$ cat config.mk
export PLATFORM = sky130hd
export DESIGN_NAME = nonce_scheduler
export DESIGN_NICKNAME = d
export VERILOG_FILES = /design/src/rtl/nonce_scheduler.sv
export SDC_FILE = /design/constraint.sdc
export NUM_CORES = 1
export LEC_CHECK = 0
export BUFFER_PORTS_ARGS = -buffer_cell sky130_fd_sc_hd__clkbuf_2
export CAP_MARGIN = 25
export CELL_PAD_IN_SITES_DETAIL_PLACEMENT = 0
export CELL_PAD_IN_SITES_GLOBAL_PLACEMENT = 1
export CORE_MARGIN = 1
export CORE_UTILIZATION = 47
export CTS_BUF_LIST = sky130_fd_sc_hd__clkbuf_2 sky130_fd_sc_hd__clkbuf_4 sky130_fd_sc_hd__clkbuf_8
export DETAILED_ROUTE_END_ITERATION = 16
export PLACE_DENSITY = 0.9
export SLEW_MARGIN = 20
export SYNTH_ARGS = -nofsm -noshare
export SYNTH_HDL_FRONTEND = slang
export SYNTH_SLANG_ARGS = --single-unit
$ cat constraint.sdc
create_clock -name clk -period 14.7 [get_ports clk]
set_input_delay 2.94 -clock clk [delete_from_list [all_inputs] [get_ports clk]]
set_output_delay 2.94 -clock clk [all_outputs]
set_load 0.05 [all_outputs]
$ cat src/rtl/nonce_scheduler.sv
// Hands nonces 0..NUM_NONCES-1 to a pool of SHA-256 nonce cores and writes each
// core's final H[0] to output_addr + nonce through a single shared write port.
module nonce_scheduler #(
  parameter int NUM_NONCES = 16,
  parameter int NUM_CORES  = 4
) (
  input  logic                      clk,
  input  logic                      reset,
  input  logic                      start,
  input  logic [15:0]               output_addr,
  output logic [NUM_CORES-1:0]      core_start,
  output logic [31:0]               core_nonce,
  input  logic [NUM_CORES-1:0]      core_done,
  input  logic [32*NUM_CORES-1:0]   core_hash,
  output logic                      mem_we,
  output logic [15:0]               mem_addr,
  output logic [31:0]               mem_write_data,
  output logic                      busy,
  output logic                      done,
  output logic                      err
);

  localparam int              CW       = $clog2(NUM_NONCES + 1);
  localparam int              LW       = (NUM_CORES > 1) ? $clog2(NUM_CORES) : 1;
  localparam logic [CW-1:0]   NN       = CW'(NUM_NONCES);
  localparam logic [LW-1:0]   LAST_RST = LW'(NUM_CORES - 1);

  typedef enum logic [1:0] {S_IDLE, S_RUN, S_DONE} state_e;

  state_e               state_q;
  logic [15:0]          base_q;
  logic [CW-1:0]        next_nonce_q, written_q;
  logic [NUM_CORES-1:0] cbusy_q, pend_q;
  logic [31:0]          tag_q [NUM_CORES];
  logic [31:0]          res_q [NUM_CORES];
  logic [LW-1:0]        last_q;
  logic                 err_q, busy_q, done_q, mem_we_q;
  logic [NUM_CORES-1:0] core_start_q;
  logic [31:0]          core_nonce_q, mem_data_q;
  logic [15:0]          mem_addr_q;

  logic                 start_acc, bad_done;
  logic [NUM_CORES-1:0] pend_d, disp_oh, wb_oh, cbusy_d;
  logic [31:0]          res_d [NUM_CORES];
  logic                 disp_v, wb_v;
  logic [LW-1:0]        disp_idx, wb_idx;
  logic [CW-1:0]        next_nonce_d, written_d;

  assign start_acc = start && (state_q != S_RUN);

  always_comb begin
    bad_done = 1'b0;
    pend_d   = pend_q;
    res_d    = res_q;
    for (int i = 0; i < NUM_CORES; i++) begin
      if (core_done[i]) begin
        if (state_q == S_RUN && cbusy_q[i] && !pend_q[i]) begin
          pend_d[i] = 1'b1;
          res_d[i]  = core_hash[32*i +: 32];
        end else begin
          bad_done = 1'b1;
        end
      end
    end
  end

  // Downward scan so the lowest-index idle core is the one left selected.
  always_comb begin
    disp_v   = 1'b0;
    disp_idx = '0;
    disp_oh  = '0;
    if (state_q == S_RUN && next_nonce_q < NN) begin
      for (int i = NUM_CORES - 1; i >= 0; i--) begin
        if (!cbusy_q[i]) begin
          disp_v     = 1'b1;
          disp_idx   = LW'(i);
          disp_oh    = '0;
          disp_oh[i] = 1'b1;
        end
      end
    end
  end

  // Results captured this cycle are already visible to the arbiter, so a
  // completion can be written on the very next cycle.
  always_comb begin : wb_sel
    int idx;
    idx    = 0;
    wb_v   = 1'b0;
    wb_idx = last_q;
    wb_oh  = '0;
    if (state_q == S_RUN) begin
      for (int k = 1; k <= NUM_CORES; k++) begin
        idx = (int'(last_q) + k) % NUM_CORES;
        if (!wb_v && pend_d[idx]) begin
          wb_v       = 1'b1;
          wb_idx     = LW'(idx);
          wb_oh[idx] = 1'b1;
        end
      end
    end
  end

  assign cbusy_d      = (cbusy_q | disp_oh) & ~wb_oh;
  assign next_nonce_d = next_nonce_q + CW'(disp_v);
  assign written_d    = written_q + CW'(wb_v);

  always_ff @(posedge clk) begin
    if (reset) begin
      state_q      <= S_IDLE;
      base_q       <= '0;
      next_nonce_q <= '0;
      written_q    <= '0;
      cbusy_q      <= '0;
      pend_q       <= '0;
      last_q       <= LAST_RST;
      err_q        <= 1'b0;
      busy_q       <= 1'b0;
      done_q       <= 1'b0;
      mem_we_q     <= 1'b0;
      mem_addr_q   <= '0;
      mem_data_q   <= '0;
      core_start_q <= '0;
      core_nonce_q <= '0;
    end else begin
      core_start_q <= '0;
      core_nonce_q <= '0;
      mem_we_q     <= 1'b0;
      err_q        <= err_q | bad_done;
      case (state_q)
        S_IDLE, S_DONE: begin
          // The accepting edge also dispatches nonce 0 to core 0.
          if (start) begin
            state_q      <= S_RUN;
            base_q       <= output_addr;
            next_nonce_q <= CW'(1);
            written_q    <= '0;
            cbusy_q      <= NUM_CORES'(1);
            pend_q       <= '0;
            last_q       <= LAST_RST;
            err_q        <= 1'b0;
            core_start_q <= NUM_CORES'(1);
            busy_q       <= 1'b1;
            done_q       <= 1'b0;
          end
        end
        S_RUN: begin
          cbusy_q      <= cbusy_d;
          pend_q       <= pend_d & ~wb_oh;
          next_nonce_q <= next_nonce_d;
          written_q    <= written_d;
          if (disp_v) begin
            core_start_q <= disp_oh;
            core_nonce_q <= 32'(next_nonce_q);
          end
          if (wb_v) begin
            mem_we_q   <= 1'b1;
            mem_addr_q <= base_q + tag_q[wb_idx][15:0];
            mem_data_q <= res_d[wb_idx];
            last_q     <= wb_idx;
          end
          if (written_q == NN) begin
            state_q <= S_DONE;
            busy_q  <= 1'b0;
            done_q  <= 1'b1;
          end
        end
        default: state_q <= S_IDLE;
      endcase
    end
  end

  // Per-core nonce tags and results carry no reset; cbusy/pend qualify them.
  always_ff @(posedge clk) begin
    for (int i = 0; i < NUM_CORES; i++) begin
      res_q[i] <= res_d[i];
    end
    if (start_acc) begin
      tag_q[0] <= '0;
    end else if (disp_v) begin
      tag_q[disp_idx] <= 32'(next_nonce_q);
    end
  end

  assign core_start     = core_start_q;
  assign core_nonce     = core_nonce_q;
  assign mem_we         = mem_we_q;
  assign mem_addr       = mem_addr_q;
  assign mem_write_data = mem_data_q;
  assign busy           = busy_q;
  assign done           = done_q;
  assign err            = err_q;

endmodule

==> metrics.cfg <==
[run_status]
status = completed

[floorplanning]
die-area_mm2 = 0.0229
die_h_um = 151
placement_rows = 54
core_area_mm2 = 0.0218
num_io_pins = 239
chipWidth_um = 151
start_util_pct = 47.9

[min_path]
hold_path_class = reg2reg
hold_path_end = done$_SDFFE_PP0P_
min_from = done$_SDFFE_PP0P_
hold_depth = 2

[clock_network]
cts_tree = done
clkTransAtPathRegs_ps = 60
clockBufferDepth = 3
cts-resized-gates = 0
cts-root-buf = clkbuf_8
numCtsBuffers = 41
cts_setup_buffers = 0
clock_latency_ps = 540
clock_sinks = 247
hold_buffers = 0
htree_levels = 2

[setup_path]
critical_path_class = in2reg
critPathCaptureType = register
cp_max_fo = 66
timing.rr.start = last_q[0]$_SDFFE_PP1P_
r2r_end = mem_addr[8]$_SDFFE_PP0P_
cp.arrival_ps = 7920
r2r_slack_ps = 9000
cp.required_ps = 15140
r2r_cells = 16
start_kind = input pin

[yosys]
synthCells = 924
syn-cell-area_mm2 = 0.0105
avgSynthCellArea_um2 = 11.3
synthTopCellsByArea = dfxtp_1, mux2_2, edfxtp_1, mux2_1, a221o_1
synth.most_common_cell = dfxtp_1
synth_flop_cell = dfxtp_1
yosysWarningCount = 0
ys_seq_elements = 247
synth_cell_types = 60
synth-edff-count = 20
synth_top_area_share_pct = 43.5
yosys.area.top_type = dfxtp_1
seq_area_frac_synth_pct = 49.2
synth_commonest_cells = dfxtp_1, mux2_2, nand2_1
async_flop_share_pct = 0

[timing]
fmax_mhz = 134
fin_skew_ps = 30.5
final.setup.tns_ps = 0
timing.slew.headroom_pct = 34.8
fin_crit_ps = 7480
final_max_slew_viol_count = 0
finalSetupViolations = 0
hold_violations = 0
worst_slew_pin_slew_ps = 977
finalCritPeriodShare_pct = 50.9
rsz0062_at_grt = no
setup_slack_ps = 7220

[drt]
first_pass_iters = 5
ant_nets = 0
wl_mm = 25.8
vias = 7803
wl_per_cell_um = 17.8
drc = 0
drtIter0Drc = 349
viasPerCell = 5.39

[placement]
dp_slack_ps = 6690
gp_congestion = 0.856
dp_hpwl_mm = 17.2
portBuffers = 211

[finish]
syn_to_final_growth_pct = 20.2
fin_nets = 1306
drive_gt1_share_pct = 40.1
num_antenna_cells = 0

[flow_run]
drv_cap = 0

[grt]
grt_pass1_wl_mm = 39.5
grt_use_total_pct = 22.3
grt_pass1_vias = 7576
grt_max_degree = 67
grt_overflow = 0
antenna_found_initial = 0

[pwr]
peakVddDrop_mv = 0.0788
leakagePower_uw = 0.00577
p_per_area_mw_per_mm2 = 126

[final cells by class]
cell class,instances,area (µm²)
clock buffer,64,812
clock inverter,10,111
fill,1889,9250
inverter,12,47.5
multi-input combinational,611,4940
sequential,247,5140
tap,280,350
timing repair buffer,224,1170
[sequential cells by signal (all words and copies together) (netlist names)]
register	count
base_q	16
busy	1
cbusy_q	4
core_nonce	5
core_start	4
done	1
err	1
last_q	2
mem_addr	16
mem_we	1
mem_write_data	32
next_nonce_q	5
pend_q	4
res_q	128
state_q	2
tag_q	20
written_q	5
[per-layer routing]
layer | vias to the layer above | global-route usage (%) | routed length [µm]
li1 | 3731 | - | -
met1 | 3743 | 27.7 | 10900
met2 | 291 | 37.9 | 12300
met3 | 38 | 5.69 | 2160
met4 | 0 | 6.65 | 461
met5 | - | 0 | 0
[power breakdown]
group | internal [µW] | switching [µW]
Sequential | 743 | 19.6
Clock | 388 | 271
Combinational | 75.5 | 86.9
Total | 1210 | 377
[cells in the final DEF (no fill, tap or decap), types with 3 or more instances in the layout]
master,count
a21o_1,7
edfxtp_1,20
clkinvlp_4,4
clkbuf_4,11
clkbuf_8,53
nor2b_1,4
clkbuf_2,211
a221o_1,35
or3_1,3
nand2_1,67
and3_1,38
ha_1,17
nand4_1,11
a22o_1,5
a211oi_1,9
dfxtp_1,227
nor3_1,7
or2_1,3
conb_1,32
a21oi_1,43
mux2_2,149
xnor2_1,7
clkinv_1,3
inv_1,10
xor2_1,7
buf_4,12
nor2_1,32
nand3_1,12
a22oi_1,5
and2_1,8
o21ai_0,16
mux2_1,43
mux4_2,8
or2_2,4
[critical path, stage by stage]
cell and delay (ps):
clkbuf_2 120, and4b_4 200, or2_1 230, mux4_2 580, o311a_1 180, o32ai_4 260
buf_4 750, inv_4 140, mux4_2 470, ha_1 220, fa_1 410, a21o_1 180
a21oi_1 250, nor2b_1 80, o21ai_1 350, nor2_1 110, xnor2_1 140, a211oi_1 210
[per-stage QoR]
| step | std cells | cell area (µm²) | total power (µW) | hold WS, ps | util (%) |
|---|---|---|---|---|---|
| after floorplan | 955 | 10600 | 893 | 425 | - |
| after global placement | 1373 | 11600 | 930 | 439 | 53.3 |
| after detailed placement | 1373 | 11600 | 938 | 449 | 53.3 |
| after CTS | 1447 | 12600 | 1600 | 466 | 57.5 |
| after global routing | 1448 | 12600 | 1650 | 476 | 57.6 |
| final | 1448 | 12600 | 1580 | 464 | 57.6 |
[worst max path at each step]
stage | from | endpoint | slack [ps] | cells after the start
after floorplan | core_done[2] | mem_addr[8]$_SDFFE_PP0P_ | 7900 | 17
after global placement | core_done[3] | mem_addr[8]$_SDFFE_PP0P_ | 6810 | 18
after detailed placement | core_done[3] | mem_addr[8]$_SDFFE_PP0P_ | 6690 | 18
after CTS | core_done[3] | mem_addr[8]$_SDFFE_PP0P_ | 7260 | 18
after global routing | core_done[3] | mem_addr[12]$_SDFFE_PP0P_ | 6890 | 18
final | core_done[3] | mem_addr[8]$_SDFFE_PP0P_ | 7220 | 18
[cells by family (layout without fill, tap and decap cells)]
kind of cell / count (synthesis) / in the layout / share of synthesized area [%]
fa+ha+maj: 18 / 18 / 2.23
compound gates: 142 / 142 / 10.0
flops: 247 / 247 / 49.2
mux: 201 / 201 / 22.5
other cells: 1 / 32 / 0.0359
buf+inv: 97 / 310 / 4.98
simple gates: 204 / 204 / 9.87
xor+xnor: 14 / 14 / 1.17
(Power assumes the default switching activity.)
